===== src/rtl/otter_trap_ctrl.sv =====
// M-mode trap controller: takes exceptions and the external interrupt, commits the trap CSRs,
// services MRET and offers the new fetch PC through a valid/ack redirect handshake.
module otter_trap_ctrl #(
  parameter logic [31:0] MTVEC_RESET = 32'h0000_0000,
  parameter int unsigned IRQ_CAUSE   = 11
) (
  input  logic        clk,
  input  logic        rst_n,
  input  logic        trap_req,
  input  logic [3:0]  trap_cause,
  input  logic [31:0] trap_pc,
  input  logic [31:0] trap_val,
  input  logic        irq,
  input  logic        mret,
  input  logic        csr_we,
  input  logic [11:0] csr_addr,
  input  logic [31:0] csr_wdata,
  output logic [31:0] csr_rdata,
  output logic        busy,
  output logic        redirect_valid,
  output logic [31:0] redirect_pc,
  input  logic        redirect_ack
);

  localparam logic [11:0] ADDR_MSTATUS = 12'h300;
  localparam logic [11:0] ADDR_MIE     = 12'h304;
  localparam logic [11:0] ADDR_MTVEC   = 12'h305;
  localparam logic [11:0] ADDR_MEPC    = 12'h341;
  localparam logic [11:0] ADDR_MCAUSE  = 12'h342;
  localparam logic [11:0] ADDR_MTVAL   = 12'h343;
  localparam logic [11:0] ADDR_MIP     = 12'h344;

  localparam logic [31:0] IRQ_CAUSE_W = IRQ_CAUSE;
  localparam logic [31:0] IRQ_MCAUSE  = {1'b1, IRQ_CAUSE_W[30:0]};
  localparam logic [31:0] IRQ_OFFSET  = {IRQ_CAUSE_W[29:0], 2'b00};

  typedef enum logic [1:0] {IDLE, COMMIT, REDIRECT} state_t;

  state_t      state, state_next;
  logic        mstatus_mie, mstatus_mpie, mie_meie;
  logic [31:0] mtvec, mepc, mcause, mtval;
  logic [31:0] lat_cause, lat_epc, lat_val;
  logic        lat_irq;
  logic        irq_pending;
  logic        take_trap, take_irq, take_mret, take_csr;
  logic [31:0] commit_target;

  assign irq_pending = mstatus_mie & mie_meie & irq;
  assign take_trap   = (state == IDLE) & trap_req;
  assign take_irq    = (state == IDLE) & ~trap_req & irq_pending;
  assign take_mret   = (state == IDLE) & ~trap_req & ~irq_pending & mret;
  assign take_csr    = (state == IDLE) & ~trap_req & ~irq_pending & ~mret & csr_we;

  assign busy           = (state != IDLE);
  assign redirect_valid = (state == REDIRECT);

  // Vectored mode only relocates interrupts; exceptions always land on the base.
  always_comb begin
    commit_target = {mtvec[31:2], 2'b00};
    if (mtvec[1:0] == 2'b01 && lat_irq) commit_target = {mtvec[31:2], 2'b00} + IRQ_OFFSET;
  end

  always_ff @(posedge clk or negedge rst_n) begin
    if (!rst_n) state <= IDLE;
    else        state <= state_next;
  end

  always_comb begin
    state_next = state;
    case (state)
      IDLE: begin
        if (take_trap || take_irq) state_next = COMMIT;
        else if (take_mret)        state_next = REDIRECT;
      end
      COMMIT:   state_next = REDIRECT;
      REDIRECT: if (redirect_ack) state_next = IDLE;
      default:  state_next = IDLE;
    endcase
  end

  always_ff @(posedge clk or negedge rst_n) begin
    if (!rst_n) begin
      lat_cause <= '0;
      lat_epc   <= '0;
      lat_val   <= '0;
      lat_irq   <= 1'b0;
    end else if (take_trap) begin
      lat_cause <= {28'b0, trap_cause};
      lat_epc   <= trap_pc;
      lat_val   <= trap_val;
      lat_irq   <= 1'b0;
    end else if (take_irq) begin
      lat_cause <= IRQ_MCAUSE;
      lat_epc   <= trap_pc;
      lat_val   <= '0;
      lat_irq   <= 1'b1;
    end
  end

  always_ff @(posedge clk or negedge rst_n) begin
    if (!rst_n) begin
      mstatus_mie  <= 1'b0;
      mstatus_mpie <= 1'b0;
      mie_meie     <= 1'b0;
      mtvec        <= MTVEC_RESET;
      mepc         <= '0;
      mcause       <= '0;
      mtval        <= '0;
      redirect_pc  <= '0;
    end else if (state == COMMIT) begin
      mepc         <= {lat_epc[31:2], 2'b00};
      mcause       <= lat_cause;
      mtval        <= lat_val;
      mstatus_mpie <= mstatus_mie;
      mstatus_mie  <= 1'b0;
      redirect_pc  <= commit_target;
    end else if (take_mret) begin
      mstatus_mie  <= mstatus_mpie;
      mstatus_mpie <= 1'b1;
      redirect_pc  <= mepc;
    end else if (take_csr) begin
      case (csr_addr)
        ADDR_MSTATUS: begin
          mstatus_mie  <= csr_wdata[3];
          mstatus_mpie <= csr_wdata[7];
        end
        ADDR_MIE:    mie_meie <= csr_wdata[11];
        // Reserved modes 2/3 collapse to direct mode.
        ADDR_MTVEC:  mtvec <= {csr_wdata[31:2], (csr_wdata[1] ? 2'b00 : csr_wdata[1:0])};
        ADDR_MEPC:   mepc <= {csr_wdata[31:2], 2'b00};
        ADDR_MCAUSE: mcause <= csr_wdata;
        ADDR_MTVAL:  mtval <= csr_wdata;
        default: ;
      endcase
    end
  end

  always_comb begin
    csr_rdata = '0;
    case (csr_addr)
      ADDR_MSTATUS: csr_rdata = {19'b0, 2'b11, 3'b0, mstatus_mpie, 3'b0, mstatus_mie, 3'b0};
      ADDR_MIE:     csr_rdata = {20'b0, mie_meie, 11'b0};
      ADDR_MTVEC:   csr_rdata = mtvec;
      ADDR_MEPC:    csr_rdata = mepc;
      ADDR_MCAUSE:  csr_rdata = mcause;
      ADDR_MTVAL:   csr_rdata = mtval;
      ADDR_MIP:     csr_rdata = {20'b0, irq, 11'b0};
      default:      csr_rdata = '0;
    endcase
  end

endmodule


===== config.mk =====
export PLATFORM = sky130hd
export DESIGN_NAME = otter_trap_ctrl
export DESIGN_NICKNAME = d
export VERILOG_FILES = /design/src/rtl/otter_trap_ctrl.sv
export SDC_FILE = /design/constraint.sdc
export NUM_CORES = 1
export LEC_CHECK = 0
export BUFFER_PORTS_ARGS = -buffer_cell sky130_fd_sc_hd__buf_2
export CAP_MARGIN = 20
export CORE_MARGIN = 1.5
export CORE_UTILIZATION = 51
export CTS_CLUSTER_DIAMETER = 100
export DETAILED_ROUTE_END_ITERATION = 7
export HOLD_SLACK_MARGIN = 0.08
export PLACE_DENSITY = 0.77
export SYNTH_ARGS = -nofsm -noshare
export SYNTH_HDL_FRONTEND = slang
export SYNTH_SLANG_ARGS = --single-unit

===== constraint.sdc =====
create_clock -name clk -period 1.8 [get_ports clk]
set_input_delay 0.18 -clock clk [delete_from_list [all_inputs] [get_ports clk]]
set_output_delay 0.18 -clock clk [all_outputs]
set_load 0.02 [all_outputs]

Word level (Yosys, flattened, before mapping)
Cells that the tools add are included.

word-level totals
  output and inout bits = 66
  flip-flop bits (word level) = 262

cells by class
  add/subtract/negate cells = 1
  mux-type cells = 37
  reductions and logical operators = 19
  bitwise gates (word level) = 14
  equal/unequal tests = 13

operator list
  cell                                                                     number
  32-bit two-way mux                                                       21
  32-bit one-hot mux with 7 select lines                                   1
  12-bit by 10-bit == test with 1-bit output, second input constant        7
  32-bit by 6-bit adder with 32-bit output, second input constant          1
  2-bit nonzero test                                                       7
  1-bit two-way mux                                                        11
  1-bit AND                                                                9
  3-bit AND reduction                                                      3
  4-bit AND reduction                                                      2
  2-bit two-way mux                                                        3
  2-bit one-hot mux with 3 select lines                                    1
  3-bit nonzero test                                                       2
  1-bit inverter                                                           5
  2-bit by 1-bit == test with 1-bit output, second input constant          2
  2-bit by 1-bit inequality test with 1-bit output, second input constant  2
  2-bit AND reduction                                                      2
  3-bit by 2-bit inequality test with 1-bit output, second input constant  1
  2-bit == test, second input constant                                     1
  2-bit zero test                                                          1
  1-bit logical AND                                                        1
  1-bit logical OR                                                         1

Logic depth before layout (Yosys ltp)
  depth after elaboration = 9
  depth in mapped cells = 7
  mapped depth without buffers = 7

Least setup slack after synthesis
OpenSTA, ideal clock, no wires.

  kind = reg-to-reg
  start point = register state[1]
  end point = register mtvec[10]
  library setup time = 125 ps
  data required time = 1675 ps
  data arrival time = 1724 ps
  cell stages (with the launch flop) = 7
  path buffers = 2
  setup slack = -49 ps
  cells stage by stage = dfrtp_1 -> nor3_2 -> nand3_1 -> or3_1 -> buf_2 -> buf_6 -> mux2_4

on the way
  word-level cells in the longest chain between the ends = 6
  elaborated cells on any way between the ends = 10
  classes of those cells = 1 x eq/ne; 7 x bitwise; 2 x reduce/logical

ends and longest elaborated chain
  what                                                line    text
  start, declared                                     39      state_t state, state_next;
  start signal, assigned                              65      else state <= state_next;
  2-bit zero test                                     51, 52
  1-bit AND (2 in series)                             51, 52
  1-bit AND, on equally long branches                 52, 51
  1-bit AND / 1-bit inverter (equally long branches)  -
  4-bit AND reduction (no line) (*)                   -
  end signal, assigned                                129     ADDR_MTVEC: mtvec <= {csr_wdata[31:2], (csr_wdata[1] ? 2'b00 : csr_wdata[1:0])};
  end, declared                                       41      logic [31:0] mtvec, mepc, mcause, mtval;

Mark *: on every way between the ends. The rest lies on a longest branch, timed or not.
A chain may end at the register's enable or synchronous reset.

Worst setup path in the final report
  start point = register mtval[6]
  end point = output csr_rdata[6]

on the way
  word-level cells in the longest chain between the ends = 1

ends and longest elaborated chain
  what                                    line  text
  start, declared                         41
  start signal, assigned                  113   mtval <= lat_val;
  start signal, assigned                  132   ADDR_MTVAL: mtval <= csr_wdata;
  32-bit one-hot mux with 7 select lines  140   case (csr_addr)
  end, declared                           18    output logic [31:0] csr_rdata,

Every way passes these cells.

==> results.md <==
- Run status: finished, violations left
- Failing checks: setup timing
- First-pass GRT wire length: 56.37 mm
- CP endpoint kind: output port
- Final Max Slew Viols: 0
- Routed wl met3: 3.508 mm
- FMAX: 0.4878 GHz
- DR pass1 iterations: 6
- Synth unique cells: 56
- Clock skew: 0.007751 ns
- R2r startpoint: state[0]
- Critical path class: register to output port
- GP Congestion: ~0.91
- VDD IR max: just under 0.0008 V
- Clk slew on worst S/H paths: 0.06 ns
- Initial antenna violation count: 0
- Synth top area share: 0.5115
- Reg-to-Reg End: mcause[13]
- Root Driver: clkbuf_16
- Worst-path fanout max: 2
- Worst hold path type: input port to async pin
- DRT antenna net count: 0
- Area Growth Syn to Fin: 39.44%
- Met1 wire length: 14.32 mm
- Post-route setup slack: -0.2502 ns
- Highest Signal Layer: met4
- Tmin final: 2.050 ns
- DR vias: 10840
- Clk pwr share: 0.255
- Deepest clock path buffer count: 3
- FFs w/ async S/R, synth: 1.000
- CP max stage delay: 0.39 ns
- Grt total ovfl: 0
- Internal power: around 12 mW
- Detailed-route vias per instance: approximately 6.0
- Final hold violation count: 0
- Fin nets: around 1600
- CTS Buf Count: 24
- # diodes: 0
- RSZ-0062 raised after global routing: true
- Worst Reg-to-Reg Cells: 7
- Initial DRC count: approximately 1300
- Largest net degree at the start of global routing: 68
- CP Launch Type: register
- Starting Density: 0.5233
- Main synth FF type: dfrtp_1
- Arrival time at the worst endpoint: 1.87 ns
- Area of the multi-input gates: 5444 um2
- DRT Wirelength: around 37 mm
- Sequential share of power: 0.435
- H-tree levels: 1
- # port buffers: 180
- Rows: 53
- Cell accounting for the most synthesized area: dfrtp_1
- Clk sinks: 227
- Post-Syn Area: 11110 um2
- Synth Register Bits: 227
- Syn. warnings: 0
- Die width: 150.6 um
- Switch Pwr: about 6.6 mW
- Power density over the cells: 1225 nW/um2
- Area contributors post-synth: dfrtp_1, nand2_1, mux2_2, nor2_1, mux2_4
- Die H: 150.6 um
- CP cell instances: mux2_4 > a222oi_1 > buf_4 > nor2_4 > buf_6
- I/O pin total: about 190
- R2r setup slk: -0.12 ns
- Full die area: 22670 um2
- Detailed placement HPWL: between 20 and 25 mm
- CP max-delay cell: dfrtp_1
- Remaining DRCs: 0
- Fill cells: 1419
- Core area: 21220 um2
- P_leak: ~7 nW
- Max_cap viols: 0
- Worst slack, placed: -0.2436 ns
- Share of layout cells above drive strength 1: 0.3266
- GRT Util Overall: 0.3225
- Switching share of power: 0.3455
- Mapped Cells: 1159
- Vias in the first global route: 10730
- Routed wl met2: 17.58 mm
- Tcrit/Tclk final: 1.139
- Storage cell area: 5682 um2
- CTS tree: done
- Drt wl/cell: 20.58 um
- Required time worst endpoint: 1.62 ns
- Fin util: 0.7298
- Comb power frac: 0.310
- Sequential area share after synthesis: 0.5115
- Post-synth EDFFs: 0
- Syn Area/Cell: 9.582 um2
- Setup violators final: 102
- Worst skew pair latency: 0.52 ns
- Final Power: 18.98 mW
==> synthesized netlist by cell type, types with 5 or more instances <==
cell type	number
nor2_1	119
nand2_1	275
mux2i_1	10
a222oi_1	26
inv_1	9
buf_1	5
and3_1	5
buf_2	10
a21oi_1	45
clkbuf_1	65
xnor2_1	18
nor3_1	10
nor4_1	7
a31oi_1	63
xor2_1	6
o21ai_0	61
dfrtp_1	227
nand4_1	6
mux2_4	28
nand3_1	12
a22oi_1	20
nand2b_1	5
mux2_2	62
==> stage by stage <==
stage	hold WS [ns]	instance area [um2]	instances	setup TNS, ns
after global placement	0.1058	13020	1641	-12.93
final	0.1580	15490	1803	-9.348
after global routing	0.1968	15490	1803	-15.11
after CTS	0.1742	15010	1785	-4.941
after detailed placement	0.1042	13020	1641	-19.06
after floorplan	-0.1156	11120	1160	-0.06718
==> logic make-up (layout without fill, tap and decap cells) <==
kind of cell / count (synthesis) / after routing / synth area share
AND/OR/NAND/NOR: 468 / 468 / 0.1790
AO/OA/AOI/OAI: 243 / 243 / 0.1434
flip-flops: 227 / 227 / 0.5115
multiplexers: 100 / 100 / 0.1097
buffers and inverters: 95 / 463 / 0.03594
XOR/XNOR: 24 / 24 / 0.01893
adder cells (fa/ha/maj): 1 / 1 / 0.001126
other: 1 / 2 / 0.0003377
==> power by group through the flow <==
stage	logic, mW	registers (mW)	clock network (mW)
2_1_floorplan	3.08	8.23	0
3_3_place_gp	5.05	8.16	0
3_5_place_dp	5.24	8.23	0
4_1_cts	5.56	8.20	4.85
5_1_grt	6.44	8.40	5.05
6_report	5.88	8.26	4.84
==> placed cells by master (no fill, tap or decap), drive strengths merged, types with 18 or more instances in the layout <==
cell type and n:
a222oi 26, a21oi 45, a31oi 63, a22oi 20, nand2 276, xnor2 18
o21ai 61, dlygate4sd3 100, dfrtp 227, mux2 90, buf 314, clkbuf 36
nor2 119
==> layer usage <==
layer,track usage,vias to the layer above
met5,0,-
met4,0.1446,0
met3,0.05061,136
met2,0.5266,644
met1,0.4243,5271
li1,-,4784
==> critical path, delay by kind of cell, from the launching register on <==
| family | cells | cell delay [ns] |
|---|---|---|
| simple gates | 1 | 0.04 |
| compound gates | 1 | 0.32 |
| mux | 1 | 0.26 |
| buf+inv | 2 | 0.34 |
| flops | 1 | 0.39 |
==> layout make-up <==
| cell class | instances | area share |
|---|---|---|
| Timing Repair Buffer | 414 | 0.2085 |
| Inverter | 10 | 0.002585 |
| Tap cell | 275 | 0.02222 |
| Clock inverter | 3 | 0.002585 |
| Multi-Input combinational cell | 838 | 0.3515 |
| Sequential cell | 227 | 0.3669 |
| Clock buffer | 36 | 0.04565 |
==> worst max-delay path by stage <==
stage,from,end,slack (ns),cells after the start
global route,mtval[26],csr_rdata[26],-0.32,4
CTS,mtval[6],csr_rdata[6],-0.26,5
detailed placement,csr_addr[0],mepc[18],-0.24,9
global placement,csr_addr[0],mepc[8],-0.18,9
floorplan,state[0],mtval[26],-0.002,7
finish,mtval[6],csr_rdata[6],-0.25,5
==> repair_timing <==
action | 4_1_cts | 5_1_grt
buffers inserted | 5 | 17
pin swaps | 31 | 60
gates resized for setup | 53 | 95
setup endpoints to repair | 105 | 190
hold endpoints to repair | 419 | 0
hold buffers | 100 | 0
cloned | 0 | 1
==> flip-flops by register name, summed over array words and instances, names as in the netlist <==
register and cells:
lat_epc 30, mstatus_mie 1, mie_meie 1, mstatus_mpie 1, mtvec 31, mtval 32
mepc 30, redirect_pc 30, lat_val 32, state 2, mcause 32, lat_cause 5
No activity file was read; power rests on OpenSTA's default activity.
